===== config.mk =====
export PLATFORM = sky130hd
export DESIGN_NAME = lm_sm_sequencer
export DESIGN_NICKNAME = d
export VERILOG_FILES = /design/src/rtl/lm_sm_pkg.sv /design/src/rtl/pri_enc_lsb.sv /design/src/rtl/lm_sm_sequencer.sv
export SDC_FILE = /design/constraint.sdc
export NUM_CORES = 1
export LEC_CHECK = 0
export ABC_AREA = 1
export CORE_AREA = 5 5 90 92
export CTS_CLUSTER_DIAMETER = 100
export DETAILED_ROUTE_END_ITERATION = 6
export DIE_AREA = 0 0 95 97
export GPL_TIMING_DRIVEN = 0
export PLACE_DENSITY = 0.92
export SLEW_MARGIN = 25
export SYNTH_ARGS = -nofsm -noshare
export SYNTH_HDL_FRONTEND = slang
export SYNTH_SLANG_ARGS = --single-unit
export TNS_END_PERCENT = 50

===== constraint.sdc =====
create_clock -name clk -period 4 [get_ports clk]
set_input_delay 0.8 -clock clk [delete_from_list [all_inputs] [get_ports clk]]
set_output_delay 0.8 -clock clk [all_outputs]
set_load 0.02 [all_outputs]

===== src/rtl/lm_sm_pkg.sv =====
// Shared definitions for the LM/SM sequencer and future multi-register instructions.
// State encodings are plain constants so legacy controllers can decode them directly.
package lm_sm_pkg;

   localparam int unsigned DATA_W = 16;
   localparam int unsigned MASK_W = 8;
   localparam int unsigned IDX_W  = 3;

   typedef logic [1:0] state_t;

   localparam state_t ST_IDLE = 2'd0;
   localparam state_t ST_RUN  = 2'd1;
   localparam state_t ST_DONE = 2'd2;

   // Polarity of every T-register write strobe
   localparam logic T_WRITE_ACTIVE = 1'b0;

endpackage


===== src/rtl/pri_enc_lsb.sv =====
// Lowest-set-bit priority encoder: returns the index of the lowest set bit and a
// onehot vector for that bit, so the caller can clear it from the mask.
module pri_enc_lsb #(
   parameter int unsigned MASK_W = 8,
   parameter int unsigned IDX_W  = 3
) (
   input  logic [MASK_W-1:0] vec,
   output logic [IDX_W-1:0]  idx,
   output logic [MASK_W-1:0] onehot,
   output logic              found
);

   // Two's-complement trick isolates the lowest set bit
   assign onehot = vec & (~vec + MASK_W'(1));
   assign found  = |vec;

   // Scan from the top so the lowest set bit is written last and wins
   always_comb begin
      idx = '0;
      for (int i = int'(MASK_W) - 1; i >= 0; i--) begin
         if (vec[i]) begin
            idx = IDX_W'(i);
         end
      end
   end

endmodule


===== src/rtl/lm_sm_sequencer.sv =====
// LM/SM sequencer: walks a register mask lowest-first, emitting one register/address
// step per clock, then hands the final address to the temp register.
module lm_sm_sequencer
   import lm_sm_pkg::*;
#(
   parameter int unsigned DATA_W = lm_sm_pkg::DATA_W,
   parameter int unsigned MASK_W = lm_sm_pkg::MASK_W,
   parameter int unsigned IDX_W  = lm_sm_pkg::IDX_W
) (
   input  logic              clk,
   input  logic              reset,
   input  logic              start,
   input  logic              is_store,
   input  logic [MASK_W-1:0] mask,
   input  logic [DATA_W-1:0] base_addr,
   output logic              busy,
   output logic              step_valid,
   output logic [IDX_W-1:0]  reg_idx,
   output logic [DATA_W-1:0] mem_addr,
   output logic              rf_write,
   output logic              mem_write,
   output logic              done,
   output logic              t_write_n,
   output logic [DATA_W-1:0] t_data
);

   state_t            state_q, state_d;
   logic [MASK_W-1:0] rem_q, rem_d;
   logic [DATA_W-1:0] addr_q, addr_d;
   logic              store_q, store_d;

   logic              busy_q, busy_d;
   logic              step_valid_q, step_valid_d;
   logic [IDX_W-1:0]  reg_idx_q, reg_idx_d;
   logic [DATA_W-1:0] mem_addr_q, mem_addr_d;
   logic              rf_write_q, rf_write_d;
   logic              mem_write_q, mem_write_d;
   logic              done_q, done_d;
   logic              t_write_n_q, t_write_n_d;
   logic [DATA_W-1:0] t_data_q, t_data_d;

   logic [MASK_W-1:0] enc_vec;
   logic [MASK_W-1:0] enc_onehot;
   logic [IDX_W-1:0]  enc_idx;
   logic              enc_found;

   // In IDLE the first step is taken straight from the incoming mask so it is
   // registered on the start edge; afterwards the captured remainder drives it.
   assign enc_vec = (state_q == ST_IDLE) ? mask : rem_q;

   pri_enc_lsb #(
      .MASK_W (MASK_W),
      .IDX_W  (IDX_W)
   ) u_pri_enc (
      .vec    (enc_vec),
      .idx    (enc_idx),
      .onehot (enc_onehot),
      .found  (enc_found)
   );

   always_comb begin
      state_d      = state_q;
      rem_d        = rem_q;
      addr_d       = addr_q;
      store_d      = store_q;
      busy_d       = busy_q;
      step_valid_d = 1'b0;
      rf_write_d   = 1'b0;
      mem_write_d  = 1'b0;
      done_d       = 1'b0;
      t_write_n_d  = ~T_WRITE_ACTIVE;
      reg_idx_d    = reg_idx_q;
      mem_addr_d   = mem_addr_q;
      t_data_d     = t_data_q;

      case (state_q)
         ST_IDLE: begin
            busy_d = 1'b0;
            if (start) begin
               store_d = is_store;
               busy_d  = 1'b1;
               if (enc_found) begin
                  state_d      = ST_RUN;
                  step_valid_d = 1'b1;
                  rf_write_d   = ~is_store;
                  mem_write_d  = is_store;
                  reg_idx_d    = enc_idx;
                  mem_addr_d   = base_addr;
                  rem_d        = mask & ~enc_onehot;
                  addr_d       = base_addr + DATA_W'(1);
               end else begin
                  state_d     = ST_DONE;
                  done_d      = 1'b1;
                  t_write_n_d = T_WRITE_ACTIVE;
                  t_data_d    = base_addr;
                  rem_d       = '0;
                  addr_d      = base_addr;
               end
            end
         end

         ST_RUN: begin
            if (enc_found) begin
               step_valid_d = 1'b1;
               rf_write_d   = ~store_q;
               mem_write_d  = store_q;
               reg_idx_d    = enc_idx;
               mem_addr_d   = addr_q;
               rem_d        = rem_q & ~enc_onehot;
               addr_d       = addr_q + DATA_W'(1);
            end else begin
               state_d     = ST_DONE;
               done_d      = 1'b1;
               t_write_n_d = T_WRITE_ACTIVE;
               t_data_d    = addr_q;
            end
         end

         ST_DONE: begin
            state_d = ST_IDLE;
            busy_d  = 1'b0;
         end

         default: begin
            state_d = ST_IDLE;
            busy_d  = 1'b0;
         end
      endcase
   end

   always_ff @(posedge clk) begin
      if (reset) begin
         state_q      <= ST_IDLE;
         rem_q        <= '0;
         addr_q       <= '0;
         store_q      <= 1'b0;
         busy_q       <= 1'b0;
         step_valid_q <= 1'b0;
         rf_write_q   <= 1'b0;
         mem_write_q  <= 1'b0;
         done_q       <= 1'b0;
         t_write_n_q  <= ~T_WRITE_ACTIVE;
         reg_idx_q    <= '0;
         mem_addr_q   <= '0;
         t_data_q     <= '0;
      end else begin
         state_q      <= state_d;
         rem_q        <= rem_d;
         addr_q       <= addr_d;
         store_q      <= store_d;
         busy_q       <= busy_d;
         step_valid_q <= step_valid_d;
         rf_write_q   <= rf_write_d;
         mem_write_q  <= mem_write_d;
         done_q       <= done_d;
         t_write_n_q  <= t_write_n_d;
         reg_idx_q    <= reg_idx_d;
         mem_addr_q   <= mem_addr_d;
         t_data_q     <= t_data_d;
      end
   end

   assign busy       = busy_q;
   assign step_valid = step_valid_q;
   assign reg_idx    = reg_idx_q;
   assign mem_addr   = mem_addr_q;
   assign rf_write   = rf_write_q;
   assign mem_write  = mem_write_q;
   assign done       = done_q;
   assign t_write_n  = t_write_n_q;
   assign t_data     = t_data_q;

endmodule


==> metrics.md, run 1 <==
| Metric | Value |
|---|---|
| Outcome | finished clean |
| Clk pin slew, worst setup/hold paths | approximately 0.080 ns |
| DIE AREA | slightly above 9000 sq um |
| Post-CTS Resized | 0 |
| Remaining routing DRC violations | 0 |
| Cell area after technology mapping | slightly above 4000 sq um |
| Dpl ws | approximately 1.1 ns |
| Fraction of the yosys area taken by sequential cells | between 30% and 40% |
| Final Max Tran Viols | 0 |
| Average via count per standard cell | about 5.5 |
| Clock period minus final worst setup slack | about 2.6 ns |
| Routability congestion estimate from global placement | about 0.96 |
| Clock group share of total power | roughly 34% |
| Cell at the root of the clock tree | clkbuf_8 |
| Number of max-cap violations | 0 |
| Pin slew with the least headroom to its limit | 0.611 ns |
| Share of total power in sequential cells | between 40% and 50% |
| Total buffers and inverters traversed by the critical path | 1 |
| Type of the most critical hold path | reg2reg |
| Global-route wire length before repair | ~21000 microns |
| Fraction of layout cells with a size suffix above 1 | around 6.5% |
| Endpoint type of the worst setup path | flip-flop |
| Number of buffers created by CTS | 9 |
| RSZ-0062 raised after global routing | false |
| Register bit count reported by yosys | 68 |
| Diode count | 0 |
| Area added between synthesis and finish | 24.8% |
| Combinational cell fraction of total power | about a quarter |
| Fill count | approximately 640 |
| Post-DP HPWL | between 10000 and 15000 microns |
| Data required time of the worst path | 4.27 ns |
| Number of detailed-route iterations in the first pass | 6 |
| Fmax | approximately 0.39 GHz |
| Arrival time of data at the critical path endpoint | about 2.8 ns |
| Vias after detailed routing | 4676 |
| Hold wc startpoint | t_data[10] |
| Overall overflow remaining after global route | 0 |
| Fin Setup TNS | 0 ns |
| Cell leakage power | between 2 and 2.5 nW |
| Antenna violations before repair | 0 |
| Site row count | 31 |
| I/O pin cnt | 69 |
| Post-layout net count | 775 |
| Peak supply drop | between 0.00015 and 0.0002 V |
| Post-CTS Setup Bufs | 0 |
| Max stage delay on crit path | 0.60 ns |
| CP max stage cell | clkdlybuf4s50_1 |
| Die Span Y | 97 microns |
| Syn avg cell area | slightly above 6 sq um |
| DR iter-0 viols | between 300 and 400 |
| Worst path cell trace | clkdlybuf4s50_1 -> ha_1 -> nand2_1 -> nor2_1 -> nand2_1 -> xnor2_1 -> nand2_1 -> nand2_1 -> nand2_1 -> a21oi_1 |
| Vias in the first global route | between 4000 and 5000 |
| Final worst setup slack | ~1.4 ns |
| CP Launch Type | input pin |
| Post-synthesis net count | around 700 |
| Count of warnings emitted by yosys | 0 |
| Cell mode on critical path | nand2_1 |
| Switching share of power | about 33% |
| CP max FO | 6 |
| Hold-fix buffers, CTS | 0 |
| Sum of routed wire length over all layers | ~13000 microns |
| Depth of the worst register-to-register path | 7 |
| Net switching power | about 0.00063 W |
| Largest net degree at the start of global routing | 14 |
| Clock tree from TritonCTS | yes |
| Count of nets left with antenna violations after detail routing | 0 |
| Final core occ | roughly 71% |
| Register-to-register setup slack | between 1.5 and 2 ns |
| Startpoint of the worst register-to-register path | state_q[1] |
| Clock skew | between 0.01 and 0.015 ns |
| Htree depth | 3 |
| Internal Power | approximately 0.0013 W |
| Total core area | between 7000 and 8000 sq um |
| Worst path top cell family by delay | simple AND/OR/NAND/NOR gates |
| Number of cells traversed by the worst hold path | 2 |
| Number of hold violations in the final report | 0 |
| Count of cell types in the netlist | 27 |
| Die Wd | 95 microns |
| Worst setup path startpoint | base_addr[1] |
| Average wire length per cell after detail routing | approximately 15 microns |
| Hold-critical path endpoint | t_data[10] |
| Clock sink total | between 60 and 70 |
| Number of port buffers | 66 |
| Setup Viol. Count Final | 0 |
| Final critical-path share of the clock period | between 60% and 70% |
| Syn Inst Count | roughly 670 |
| Initial standard-cell utilization of the core | 56.9% |
| Skew-Pair Late Insertion Delay | 0.35 ns |
| Critical path class | in2reg |
| Sum of internal, switching and leakage power | ~0.0019 W |
| Total power per unit cell area | between 300 and 400 nW/um^2 |
| End of the worst register-to-register path | mem_addr[10] |
| Clock buffer depth | 2 |
| Global-route usage over all layers | about 30% |
| Slew HR | about three fifths |
placed cells by master (no fill, tap or decap), types with 2 or more instances in the layout:
| master | synthesis | routed |
|---|---|---|
| buf_2 | 8 | 8 |
| dfxtp_1 | 68 | 68 |
| bufinv_16 | 0 | 2 |
| clkbuf_8 | 0 | 9 |
| nand2_4 | 2 | 2 |
| clkdlybuf4s50_1 | 0 | 66 |
| nand2_2 | 7 | 7 |
| o21ai_0 | 56 | 56 |
| nand4_1 | 10 | 10 |
| xnor2_1 | 4 | 4 |
| ha_1 | 2 | 2 |
| buf_6 | 7 | 7 |
| xor2_1 | 6 | 6 |
| nor2_4 | 2 | 2 |
| inv_1 | 59 | 59 |
| inv_6 | 0 | 2 |
| nand3b_1 | 2 | 2 |
| nor2_1 | 105 | 105 |
| nand3_1 | 57 | 57 |
| inv_2 | 4 | 4 |
| buf_1 | 4 | 4 |
| clkbuf_1 | 13 | 13 |
| nor3_1 | 6 | 6 |
| a21oi_1 | 47 | 47 |
| nand2_1 | 193 | 193 |
state kept, by name, summed over array words and instances, names as in the netlist, 2 cells and up:
signal	flops
state_q	2
mem_addr	16
t_data	16
rem_q	8
reg_idx	3
addr_q	16
worst register-to-register path: stages (launching register included):
cell     delay, ns
dfxtp_1       0.42
inv_1         0.11
nand2_1       0.14
buf_2         0.26
buf_1         0.50
o21ai_0       0.30
o21ai_0       0.23
nor2_1        0.05
Yosys cell counts:
| cell | instances | area share (%) |
|---|---|---|
| a211oi_1 | 1 | 0.18 |
| a21oi_1 | 47 | 5.8 |
| buf_1 | 4 | 0.37 |
| buf_2 | 8 | 0.99 |
| buf_4 | 1 | 0.18 |
| buf_6 | 7 | 1.9 |
| clkbuf_1 | 13 | 1.2 |
| dfxtp_1 | 68 | 34 |
| ha_1 | 2 | 0.62 |
| inv_1 | 59 | 5.5 |
| inv_2 | 4 | 0.37 |
| nand2_1 | 193 | 18 |
| nand2_2 | 7 | 1.1 |
| nand2_4 | 2 | 0.55 |
| nand3_1 | 57 | 7.0 |
| nand3b_1 | 2 | 0.37 |
| nand4_1 | 10 | 1.5 |
| nor2_1 | 105 | 9.7 |
| nor2_2 | 1 | 0.15 |
| nor2_4 | 2 | 0.55 |
| nor2_8 | 1 | 0.49 |
| nor3_1 | 6 | 0.74 |
| o21a_1 | 1 | 0.18 |
| o21ai_0 | 56 | 6.9 |
| o21ai_1 | 1 | 0.12 |
| xnor2_1 | 4 | 0.86 |
| xor2_1 | 6 | 1.3 |
layout make-up:
cell class	instances	area (sq um)	area share, %
inverters	63	236	4.66
clock buffers	9	124	2.44
multi-input cells	504	2270	44.9
repair buffers	66	661	13.0
well taps	99	124	2.44
clock inverters	7	98.8	1.95
plain buffers	33	190	3.75
flip-flops and latches	68	1360	26.9
power by group through the flow:
stage	sequential (W)	clock [W]	combinational, W
after floorplan	0.000804	0	0.000267
after global placement	0.000775	0	0.000464
after detailed placement	0.000779	0	0.000476
after CTS	0.000763	0.000639	0.000477
after global routing	0.000771	0.000673	0.000536
final	0.000763	0.000641	0.000483
metrics by stage:
step	instances	hold slack (ns)	area, sq um
2_1_floorplan	668	0.424	4060
3_3_place_gp	833	0.436	4850
3_5_place_dp	833	0.458	4850
4_1_cts	849	0.470	5070
5_1_grt	849	0.482	5070
6_report	849	0.468	5070
cell families (layout without fill, tap and decap cells):
family                   after synthesis  after routing  synth area share [%]
buffers and inverters                 96            178                  10.5
XOR/XNOR                              10             10                  2.16
AND/OR/NAND/NOR                      386            386                  40.0
AO/OA/AOI/OAI                        106            106                  13.2
adder cells (fa/ha/maj)                2              2                 0.616
flip-flops                            68             68                  33.5
metal layers:
layer	up-vias	track usage, %	routed length [microns]
met5	-	0	0
met4	0	13.5	440
met2	241	47.9	6160
met3	40	4.73	929
li1	2278	-	-
met1	2117	37.3	5540
how the worst max path moves through the flow:
| stage | end | slack [ns] | cells past startpoint |
|---|---|---|---|
| global route | addr_q[8] | 1.23 | 10 |
| CTS | addr_q[8] | 1.49 | 10 |
| global placement | addr_q[8] | 1.17 | 10 |
| detailed placement | addr_q[12] | 1.13 | 11 |
| floorplan | addr_q[15] | 2.02 | 12 |
| finish | addr_q[8] | 1.44 | 10 |
Power figures use the tool's default switching activity.
==> run 2: changes to the inputs <==
Settings changed: CORE_AREA 5 5 90 92 to 5 5 93 95, DIE_AREA 0 0 95 97 to 0 0 98 100, PLACE_DENSITY 0.92 to 0.87.
Clock period 4 ns to 2.39 ns, I/O delays scaled along.
==> run 2 against run 1 <==
Against the previous run: power rose by 67%; sequential cell count is the same; cell count increased by 0.35%; cell area about the same; routed wire length decreased by 2.4%; sequential share of layout area barely moved; first-iteration DRC count rose by 40%; non-clock buffer count is the same; critical path type unchanged; setup slack got worse by 1.3 ns; largest cell class unchanged; clock-buffer cell count stayed put.
==> metrics.md, run 2 (synthesized netlist as in run 1, its figures left out) <==
| Metric | Value |
|---|---|
| Outcome | finished clean (unchanged) |
| Cell at the root of the clock tree | clkbuf_8 (unchanged) |
| Overall overflow remaining after global route | 0 (unchanged) |
| Clk pin slew, worst setup/hold paths | 0.08 ns (about the same) |
| Type of the most critical hold path | reg2reg (unchanged) |
| Diode count | 0 (unchanged) |
| Fraction of layout cells with a size suffix above 1 | 6.53% (unchanged) |
| Commonest cells after routing, fill and taps aside | 193 x nand2_1, 105 x nor2_1, 68 x dfxtp_1 (unchanged) |
| CP max FO | 6 (unchanged) |
| Skew-Pair Late Insertion Delay | 0.35 ns (about the same) |
| DIE AREA | 9800 sq um (was 9220 sq um) |
| Number of cells traversed by the worst hold path | 2 (unchanged) |
| Cell leakage power | 2.36 nW (unchanged) |
| Die Wd | 98 microns (was 95 microns) |
| Non-filler instance count after layout | 852 (was 849) |
| Pin slew with the least headroom to its limit | 0.611 ns (about the same) |
| Initial standard-cell utilization of the core | 53.1% (was 56.9%) |
| Clock skew | 0.00978 ns (was 0.0134 ns) |
| Most frequent standard cell in the layout excluding fill and tap cells | nand2_1 (unchanged) |
| Fmax | between 0.4 and 0.5 GHz |
| Count of nets left with antenna violations after detail routing | 0 (unchanged) |
| Routability congestion estimate from global placement | 1.02 (was 0.963) |
| Highest metal layer with signal wires | met4 (unchanged) |
| Endpoint type of the worst setup path | flip-flop (unchanged) |
| Htree depth | 3 (unchanged) |
| I/O pin cnt | 69 (unchanged) |
| Hold slack | 0.458 ns (was 0.468 ns) |
| Clock tree from TritonCTS | yes (unchanged) |
| Post-CTS Setup Bufs | 0 (unchanged) |
| Antenna violations before repair | 0 (unchanged) |
| DR iter-0 viols | 533 (was 380) |
| Setup Viol. Count Final | 0 (unchanged) |
| Final core occ | 66.3% (was 71.0%) |
| Vias after detailed routing | 4700 (was 4676) |
| M1 WL | 5180 microns (was 5540 microns) |
| Number of detailed-route iterations in the first pass | 5 (was 6) |
| Number of instances in the placed design | 836 (was 833) |
| Slew HR | 59.0% (was 58.9%) |
| Dpl ws | -0.117 ns (was 1.13 ns) |
| Data required time of the worst path | 2.68 ns (was 4.27 ns) |
| Remaining routing DRC violations | 0 (unchanged) |
| Die Span Y | 100 microns (was 97 microns) |
| Vias in the first global route | 4325 (was 4459) |
| Wire length on met3 | 1350 microns (was 929 microns) |
| Clock buffer depth | 2 (unchanged) |
| Number of hold violations in the final report | 0 (unchanged) |
| Final worst setup slack | 0.138 ns (was 1.44 ns) |
| Met2 routed WL | 5820 microns (was 6160 microns) |
| Register area | 1360 sq um (unchanged) |
| Number of buffers created by CTS | 9 (unchanged) |
| Post-layout net count | 775 (unchanged) |
| Global-route usage over all layers | 25.5% (was 29.3%) |
| Final critical-path share of the clock period | 94.2% |
| Post-DP HPWL | 9500 microns (was 10100 microns) |
| Critical path class | in2reg (unchanged) |
| Hold-fix buffers, CTS | 0 (unchanged) |
| Arrival time of data at the critical path endpoint | 2.54 ns (was 2.83 ns) |
| RSZ-0062 raised after global routing | false (unchanged) |
| Sum of routed wire length over all layers | 12700 microns (was 13100 microns) |
| Clock period minus final worst setup slack | between 2 and 2.5 ns |
| Final Max Tran Viols | 0 (unchanged) |
| Depth of the worst register-to-register path | 7 (unchanged) |
| Average via count per standard cell | 5.52 (was 5.51) |
| Total power per unit cell area | 622 nW/um^2 (was 372 nW/um^2) |
| Fill count | 676 (was 636) |
| Global-route wire length before repair | 20300 microns (was 21300 microns) |
| Largest net degree at the start of global routing | 14 (unchanged) |
| Average wire length per cell after detail routing | 15.0 microns (was 15.4 microns) |
| Post-CTS Resized | 0 (unchanged) |
| Clock sink total | 68 (unchanged) |
| Number of port buffers | 66 (unchanged) |
| Area added between synthesis and finish | 24.9% (was 24.8%) |
| CP Launch Type | input pin (unchanged) |
| Number of max-cap violations | 0 (unchanged) |
| Peak supply drop | 0.000292 V (was 0.000193 V) |
| Multi-input gate area in the final layout | 2270 sq um (unchanged) |
| Site row count | 32 (was 31) |
| Total core area | 7650 sq um (was 7140 sq um) |
run 2: cell counts in the layout (fill, tap and decap cells not counted):
No cell type changed its count.
run 2: worst max-delay path, stage by stage:
cell and delay [ns]:
clkdlybuf4s50_1 0.60, ha_1 0.26, nand2_1 0.08, nor2_1 0.44, nand2_1 0.13, xnor2_1 0.18, nand2_1 0.08, nand2_1 0.06
nand2_1 0.07, a21oi_1 0.17
run 2: through the flow:
| step | power [W] | cell area (sq um) | setup TNS, ns |
|---|---|---|---|
| after floorplan | 0.00179 | 4060 | 0 |
| after global placement | 0.00206 | 4850 | -0.144 |
| after detailed placement | 0.00209 | 4850 | -0.336 |
| after CTS | 0.00314 | 5070 | 0 |
| after global routing | 0.00329 | 5070 | 0 |
| final | 0.00315 | 5070 | 0 |
run 2: routing by layer:
| metal | track usage, % | up-vias |
|---|---|---|
| met1 | 32.1 | 2077 |
| met3 | 6.05 | 44 |
| met4 | 11.4 | 0 |
| li1 | - | 2280 |
| met2 | 41.5 | 299 |
| met5 | 0 | - |
run 2: worst paths after layout:
| kind | from | end | slack (ns) |
|---|---|---|---|
| max | base_addr[1] | addr_q[8] | 0.14 |
| min | rem_q[0] | rem_q[0] | 0.46 |
| max reg2reg | state_q[1] | mem_addr[9] | 0.32 |
| min reg2reg | rem_q[0] | rem_q[0] | 0.46 |
run 2: final cells by class:
type,instances,area share (%)
timing repair buffer,66,13.0
clock buffer,9,2.44
tap,102,2.52
inverter,63,4.66
clock inverter,7,1.95
sequential,68,26.8
multi-input combinational,504,44.8
buffer,33,3.75
run 2: report_power, final:
part / total, W / switching [W] / internal, W
clock: 0.00107 / 0.000477 / 0.000594
sequential: 0.00128 / 0.0000545 / 0.00122
combinational: 0.000807 / 0.000517 / 0.000289
